$ cat src/rtl/regfile_sb.sv
// regfile_sb: multi-port register file with a per-register busy (scoreboard) bit.
// Reads are combinational. Two write ports: a write stores data and clears busy.
// An allocation port marks a register as having a pending producer.
// Optional feature: define REGFILE_SB_BYPASS_EN to forward same-cycle write
// data to the read ports.
module regfile_sb #(
  parameter  int LENGTH   = 8,
  parameter  int NREGS    = 8,
  parameter  int NRD      = 2,
  parameter  int ZERO_REG = 1,
  localparam int SEL_BITS = $clog2(NREGS)
) (
  input  logic                    clk,
  input  logic                    reset,
  input  logic [NRD*SEL_BITS-1:0] addr_r,
  output logic [NRD*LENGTH-1:0]   data_r,
  output logic [NRD-1:0]          busy_r,
  input  logic [1:0]              wr,
  input  logic [2*SEL_BITS-1:0]   addr_d,
  input  logic [2*LENGTH-1:0]     data_in,
  input  logic                    alloc,
  input  logic [SEL_BITS-1:0]     addr_alloc,
  output logic                    alloc_ok
);

  localparam bit HAS_ZERO = (ZERO_REG != 0);

  logic [LENGTH-1:0]   regs [NREGS];
  logic [NREGS-1:0]    busy;

  logic [SEL_BITS-1:0] wa0, wa1;
  logic [LENGTH-1:0]   wd0, wd1;
  logic                we0, we1;

  assign wa0 = addr_d[0 +: SEL_BITS];
  assign wa1 = addr_d[SEL_BITS +: SEL_BITS];
  assign wd0 = data_in[0 +: LENGTH];
  assign wd1 = data_in[LENGTH +: LENGTH];

  // Writes to the hard-wired zero register are discarded at the source.
  assign we0 = wr[0] && !(HAS_ZERO && (wa0 == '0));
  assign we1 = wr[1] && !(HAS_ZERO && (wa1 == '0));

  // Allocation looks only at stored busy state, never at same-cycle writes.
  assign alloc_ok = alloc && !reset && !busy[addr_alloc] &&
                    !(HAS_ZERO && (addr_alloc == '0));

  // Register and busy state update.
  always_ff @(posedge clk or posedge reset) begin
    if (reset) begin
      // NOTE: the storage array is cleared on reset because reads of reset
      // state must return 0; a loop of non-blocking stores does this per entry.
      for (int r = 0; r < NREGS; r++) begin
        regs[r] <= '0;
      end
      busy <= '0;
    end else begin
      // NOTE: non-blocking assignments take the last one issued, so the order
      // below encodes priority: port 1 beats port 0, and an allocation sets
      // busy even when a write to the same register clears it this cycle.
      if (we0) begin
        regs[wa0] <= wd0;
        busy[wa0] <= 1'b0;
      end
      if (we1) begin
        regs[wa1] <= wd1;
        busy[wa1] <= 1'b0;
      end
      if (alloc_ok) begin
        busy[addr_alloc] <= 1'b1;
      end
    end
  end

  for (genvar i = 0; i < NRD; i++) begin : g_rd
    logic [SEL_BITS-1:0] ra;
    logic [LENGTH-1:0]   rd;
    logic                rb;

    assign ra = addr_r[i*SEL_BITS +: SEL_BITS];

    // Combinational read of data and busy for one port, with optional forwarding.
    always_comb begin
      // NOTE: every output of this block gets a value first so no path can
      // leave it unassigned and infer a latch.
      rd = regs[ra];
      rb = busy[ra];
`ifdef REGFILE_SB_BYPASS_EN
      if (!reset && we0 && (wa0 == ra)) begin
        rd = wd0;
        rb = 1'b0;
      end
      if (!reset && we1 && (wa1 == ra)) begin
        rd = wd1;
        rb = 1'b0;
      end
`else
      // Reads see stored state only; written values appear after the edge.
`endif
      if (HAS_ZERO && (ra == '0)) begin
        rd = '0;
        rb = 1'b0;
      end
    end

    assign data_r[i*LENGTH +: LENGTH] = rd;
    assign busy_r[i]                  = rb;
  end

endmodule

$ cat config.mk
export PLATFORM = sky130hd
export DESIGN_NAME = regfile_sb
export DESIGN_NICKNAME = d
export VERILOG_FILES = /design/src/rtl/regfile_sb.sv
export SDC_FILE = /design/constraint.sdc
export NUM_CORES = 1
export LEC_CHECK = 0
export CAP_MARGIN = 20
export CORE_ASPECT_RATIO = 1.75
export CORE_UTILIZATION = 51
export CTS_CLUSTER_DIAMETER = 120
export CTS_CLUSTER_SIZE = 20
export DETAILED_ROUTE_END_ITERATION = 16
export GPL_TIMING_DRIVEN = 0
export PLACE_DENSITY = 0.83
export SYNTH_ARGS = -nofsm -noshare
export SYNTH_HDL_FRONTEND = slang
export SYNTH_SLANG_ARGS = --single-unit
$ cat constraint.sdc
create_clock -name clk -period 2.5 [get_ports clk]
set_input_delay 0.75 -clock clk [delete_from_list [all_inputs] [get_ports clk]]
set_output_delay 0.75 -clock clk [all_outputs]
set_load 0.05 [all_outputs]
==> qor.csv, run 1 <==
metric,value,unit
status,"complete, but fails checks",
violations,setup timing,
cap_viol_max_count,0,
fmax,382.3,MHz
synth.distinct_cells,39,
r2r-start,busy[6],
grt.total_usage,0.3775,
setup_viol,16,
fin_crit_sh,1.046,
p_leak,2.613,nW
die_w,71.85,microns
htreeDepth,3,
ys_ff_latch,64,
hold_viol,0,
wl_per_cell,25.57,microns
firstDrtPassIters,5,
p_total,4.223,mW
r2r_cells,4,
synth_ff_type,dfrtp_1,
vias_per_cell,6.787,
grt_max_degree,45,
n_antenna_cell,0,
cts_buffers,9,
yosys_warnings,0,
synth_edf_count,0,
slew_headroom,0.6661,
wl,15730,microns
tns,-0.7824,ns
dpl.hpwl,9097,microns
dp.cells,582,
finalNetCount,531,
crit_path_start,addr_r[3],
yosysSeqAreaShare,0.3678,
grt_pass1_vias,4385,
mappedNetlistArea,4354,sq um
place_congestion,0.9294,
critPathRequiredTime,1.75,ns
drc_errors,0,
yosys.area.top_type,dfrtp_1,
die_height,124.2,microns
synth_top_cells_by_count,"64 x dfrtp_1, 61 x mux2i_1, 40 x nand2_1, 38 x a21oi_1, 34 x nor2_1",
grt.overflow.total,0,
critPathKind,input port to output pin,
synthArstFlopShare,1.000,
cts_root_buf,clkbuf_16,
worstPathMaxFanout,5,
fin_crit,2.616,ns
clock_latency,0.34,ns
syn-num-nets,454,
drive_above_1_share,0.3960,
netlist.area_leader.share,0.3678,
tritoncts,done,
vias,4174,
worst-slew-pin-transition,0.5001,ns
io_buffers,48,
initialDrtViolationCount,534,
arrival,1.87,ns
netlist_instances,418,
rows,44,
initial_core_util,0.5238,
dieArea,8925,sq um
fin_skew,0.004647,ns
vdd_drop_max,0.4733,mV
synthTopCellsByArea,"dfrtp_1 37%, mux2i_1 14%, mux4_2 8.8%, a21oi_1 4.4%, nand2_1 3.4%",
syn_to_final_growth,35.80,%
end_kind,output pin,
min_path_type,flip-flop to flip-flop,
fin_ws,-0.1159,ns
stdcell_count,615,
slew_viol_final,0,
min_from,regs[59],
io-pin-count,55,
min_path_cells,1,
cts_sinks,64,
cts_buffer_depth,2,
powerDensity,714.2,nW/um^2
cp-start-kind,input port,
yosysMostFrequentCell,dfrtp_1,
clk_pin_slew,0.05,ns
grt_antenna_before_repair,0,
ant_nets,0,
rsz0062_at_grt,true,
syn_avg_cell_area,10.42,sq um
grt_pass1_wl,24650,microns
fillCellCount,560,
fp.coreArea,8313,sq um
-- per-stage QoR --
stage / area (sq um) / setup slack [ns] / util / hold WS [ns]
after floorplan: 4431 / -0.2400 / - / 0.4246
after global placement: 5055 / -1.577 / 0.6081 / 0.4375
after detailed placement: 5075 / -1.579 / 0.6105 / 0.4464
after CTS: 5844 / -0.1165 / 0.7030 / 0.4583
after global routing: 5913 / -0.1471 / 0.7113 / 0.4688
final: 5913 / -0.1159 / 0.7113 / 0.4577
-- cell type report --
class                   count  area [sq um]  share of cell area
multi-input cells         307          2689              0.4547
flip-flops and latches     64          1602              0.2708
repair buffers             68         764.5              0.1293
plain buffers              38         387.9             0.06559
clock buffers              13         260.3             0.04401
well taps                 115         143.9             0.02433
clock inverters             3         40.04            0.006771
inverters                   7         26.28            0.004444
-- sequential cells by signal, summed over array words and instances (netlist names) --
| signal | count |
|---|---|
| regs | 57 |
| busy | 7 |
-- metal layers --
layer / wire [microns] / part of all wire / global-route usage / vias to the layer above
met5: 0 / 0 / 0 / -
met4: 1142 / 0.073 / 0.2999 / 0
met3: 1407 / 0.089 / 0.09821 / 105
met2: 8041 / 0.51 / 0.6032 / 323
met1: 5137 / 0.33 / 0.4128 / 2043
li1: - / - / - / 1703
-- cells by family after synthesis --
kind of cell    synth area share
mux                       0.2727
buf+inv                  0.07069
flops                     0.3678
simple gates              0.1290
compound gates            0.1598
-- power breakdown --
| group | switching (mW) | internal [mW] | total [mW] |
|---|---|---|---|
| clock network | 0.461 | 0.823 | 1.28 |
| logic | 0.782 | 0.688 | 1.47 |
| registers | 0.212 | 1.26 | 1.47 |
| total | 1.45 | 2.77 | 4.22 |
-- worst paths after layout --
| kind | end | slack, ns |
|---|---|---|
| min | regs[59] | 0.46 |
| min in group asynchronous | busy[2] | 0.64 |
| max | data_r[11] | -0.12 |
| max reg2reg | busy[7] | 1.23 |
| max in group asynchronous | regs[48] | 1.24 |
| min reg2reg | regs[59] | 0.46 |
-- placed cells by master, fill, tap and decap left out, types with 9 or more instances in the layout --
| master | n |
|---|---|
| dfrtp_1 | 64 |
| mux2i_1 | 61 |
| a21oi_1 | 33 |
| nor2_1 | 33 |
| nand2_1 | 28 |
| buf_6 | 27 |
| buf_4 | 27 |
| o21ai_2 | 26 |
| clkdlybuf4s50_1 | 20 |
| mux4_2 | 17 |
| nand2_2 | 12 |
| o21ai_1 | 12 |
| a22oi_2 | 10 |
| buf_12 | 9 |
| mux2_2 | 9 |
| clkbuf_16 | 9 |
-- critical path: stages --
cell	delay, ns
buf_12	0.11
buf_12	0.13
mux4_2	0.53
nor2_4	0.13
a311oi_4	0.04
buf_6	0.17
-- repair_timing --
action                                  in CTS  in global routing
pin swaps                                   23                  5
hold buffers                                 0                  0
resized for setup                          242                 18
gates cloned                                 5                  0
setup buffers                               12                  2
endpoints found under the setup margin      19                 19
(Power assumes the default switching activity.)
==> inputs of run 2 (changes only) <==
--- a/config.mk
+++ b/config.mk
@@ -6,13 +6,14 @@
 export NUM_CORES = 1
 export LEC_CHECK = 0
 export CAP_MARGIN = 20
-export CORE_ASPECT_RATIO = 1.75
+export CORE_ASPECT_RATIO = 0.75
 export CORE_UTILIZATION = 51
 export CTS_CLUSTER_DIAMETER = 120
 export CTS_CLUSTER_SIZE = 20
 export DETAILED_ROUTE_END_ITERATION = 16
 export GPL_TIMING_DRIVEN = 0
 export PLACE_DENSITY = 0.83
+export SETUP_SLACK_MARGIN = 0.02
 export SYNTH_ARGS = -nofsm -noshare
 export SYNTH_HDL_FRONTEND = slang
 export SYNTH_SLANG_ARGS = --single-unit
==> qor.csv, run 2 (same netlist as run 1, synthesis figures left out) <==
metric,value,unit
status,"complete, but fails checks",
violations,setup timing,
drive_above_1_share,0.4012,
largest_reg_flops,57,
cp-start-kind,input port,
min_path_type,flip-flop to flip-flop,
wl,15190,microns
final_cell_mix,"64 x dfrtp_1, 61 x mux2i_1, 35 x buf_6, 33 x nor2_1, 32 x a21oi_1",
p_leak,2.601,nW
critPathRequiredTime,1.75,ns
die_height,82.02,microns
place_ws,-1.504,ns
rsz0062_at_grt,true,
mostFrequentLayoutCell,dfrtp_1,
arrival,1.86,ns
worst-slew-pin-transition,0.7222,ns
grt_max_degree,34,
io_buffers,48,
crit_path_start,addr_r[3],
slew_viol_final,0,
io-pin-count,55,
setup_viol,16,
cts_buffers,9,
grt_antenna_before_repair,0,
cts_sinks,64,
hold_viol,0,
grt_pass1_vias,4168,
vias_per_cell,6.703,
fin_skew,0.003608,ns
end_kind,output pin,
syn_to_final_growth,35.17,%
finalNetCount,533,
powerDensity,701.3,nW/um^2
cts_buffer_depth,2,
cts_root_buf,clkbuf_16,
rows,28,
fin_crit,2.614,ns
place_congestion,0.8903,
clk_pin_slew,0.06,ns
fin_ws,-0.1140,ns
slew_headroom,0.5178,
die_w,108.7,microns
tritoncts,done,
drc_errors,0,
grt_pass1_wl,22600,microns
fp.coreArea,8093,sq um
vias,4062,
firstDrtPassIters,5,
fmax,382.6,MHz
dpl.hpwl,9043,microns
critPathKind,input port to output pin,
initial_core_util,0.5380,
fin_crit_sh,1.046,
grt.overflow.total,0,
vdd_drop_max,0.5010,mV
min_from,regs[59],
largest-register,regs,
clock_latency,0.34,ns
r2r-start,busy[2],
ant_nets,0,
dieArea,8915,sq um
tns,-1.004,ns
top_regs,"regs (57), busy (7)",
htreeDepth,3,
wl_per_cell,25.07,microns
worstPathMaxFanout,5,
initialDrtViolationCount,431,
cap_viol_max_count,0,
grt.total_usage,0.3594,
n_antenna_cell,0,
## run 2: cell count changes in the layout (fill, tap and decap cells not counted), sizes merged
cell	before	now
clkbuf	18	15
buf	78	80
clkinv	2	3
clkinvlp	0	2
bufinv	1	0
## run 2: timing repair
action / 4_1_cts / 5_1_grt
hold endpoints to repair: 0 / 0
gates resized for setup: 248 / 15
hold buffers: 0 / 0
gates cloned: 3 / 0
buffers inserted: 17 / 1
pin swaps: 24 / 9
setup endpoints to repair: 19 / 19
## run 2: per-stage QoR
stage | std cells | hold WS, ns | util | total power [mW] | cell area [sq um]
after global routing | 606 | 0.5356 | 0.7273 | 4.256 | 5886
after floorplan | 418 | 0.4246 | - | 2.318 | 4438
after CTS | 605 | 0.4776 | 0.7205 | 4.046 | 5831
after global placement | 571 | 0.4596 | 0.6240 | 2.645 | 5050
after detailed placement | 572 | 0.4626 | 0.6265 | 2.719 | 5070
final | 606 | 0.5099 | 0.7273 | 4.127 | 5886
## run 2: final cells by class
class	count	area (sq um)
multi-input combinational	307	2713
sequential	64	1602
tap	105	131.4
fill	536	2207
clock buffer	10	239.0
buffer	38	377.9
inverter	7	26.28
clock inverter	5	33.78
timing repair buffer	70	763.2
## run 2: per-layer routing
layer	GRT usage	wire, microns	vias to the layer above
li1	-	-	1699
met1	0.4204	5702	2000
met5	0	0	-
met2	0.5772	7093	292
met4	0.1892	672	0
met3	0.1397	1720	71
## run 2: worst max-delay path, cell delays in order
cell and delay [ns]:
buf_12 0.10, buf_12 0.13, mux4_2 0.55, nor2_4 0.12, a311oi_4 0.04, buf_6 0.17
## run 2: power by group
group	switching (mW)	total [mW]	internal, mW	leakage [nW]
logic	0.787	1.48	0.693	1.71
registers	0.218	1.47	1.26	0.762
clock network	0.483	1.17	0.690	0.130
## run 2: path summary, 6_finish.rpt
| path | end | slack [ns] | depth (start not counted) |
|---|---|---|---|
| worst max register to register | busy[7] | 1.12 | 5 |
| worst min-delay path | regs[59] | 0.51 | 1 |
| worst min register to register | regs[59] | 0.51 | 1 |
| max in group asynchronous | regs[43] | 1.14 | 3 |
| worst max-delay path | data_r[11] | -0.11 | 6 |
| min in group asynchronous | busy[5] | 0.72 | 2 |
==> inputs of run 3 (changes only) <==
--- a/config.mk
+++ b/config.mk
@@ -5,6 +5,7 @@
 export SDC_FILE = /design/constraint.sdc
 export NUM_CORES = 1
 export LEC_CHECK = 0
+export ABC_CLOCK_PERIOD_IN_PS = 2500
 export CAP_MARGIN = 20
 export CORE_ASPECT_RATIO = 0.75
 export CORE_UTILIZATION = 51
==> results of run 3 <==
No change in the layout: final DEF, timing and power equal those of run 2.
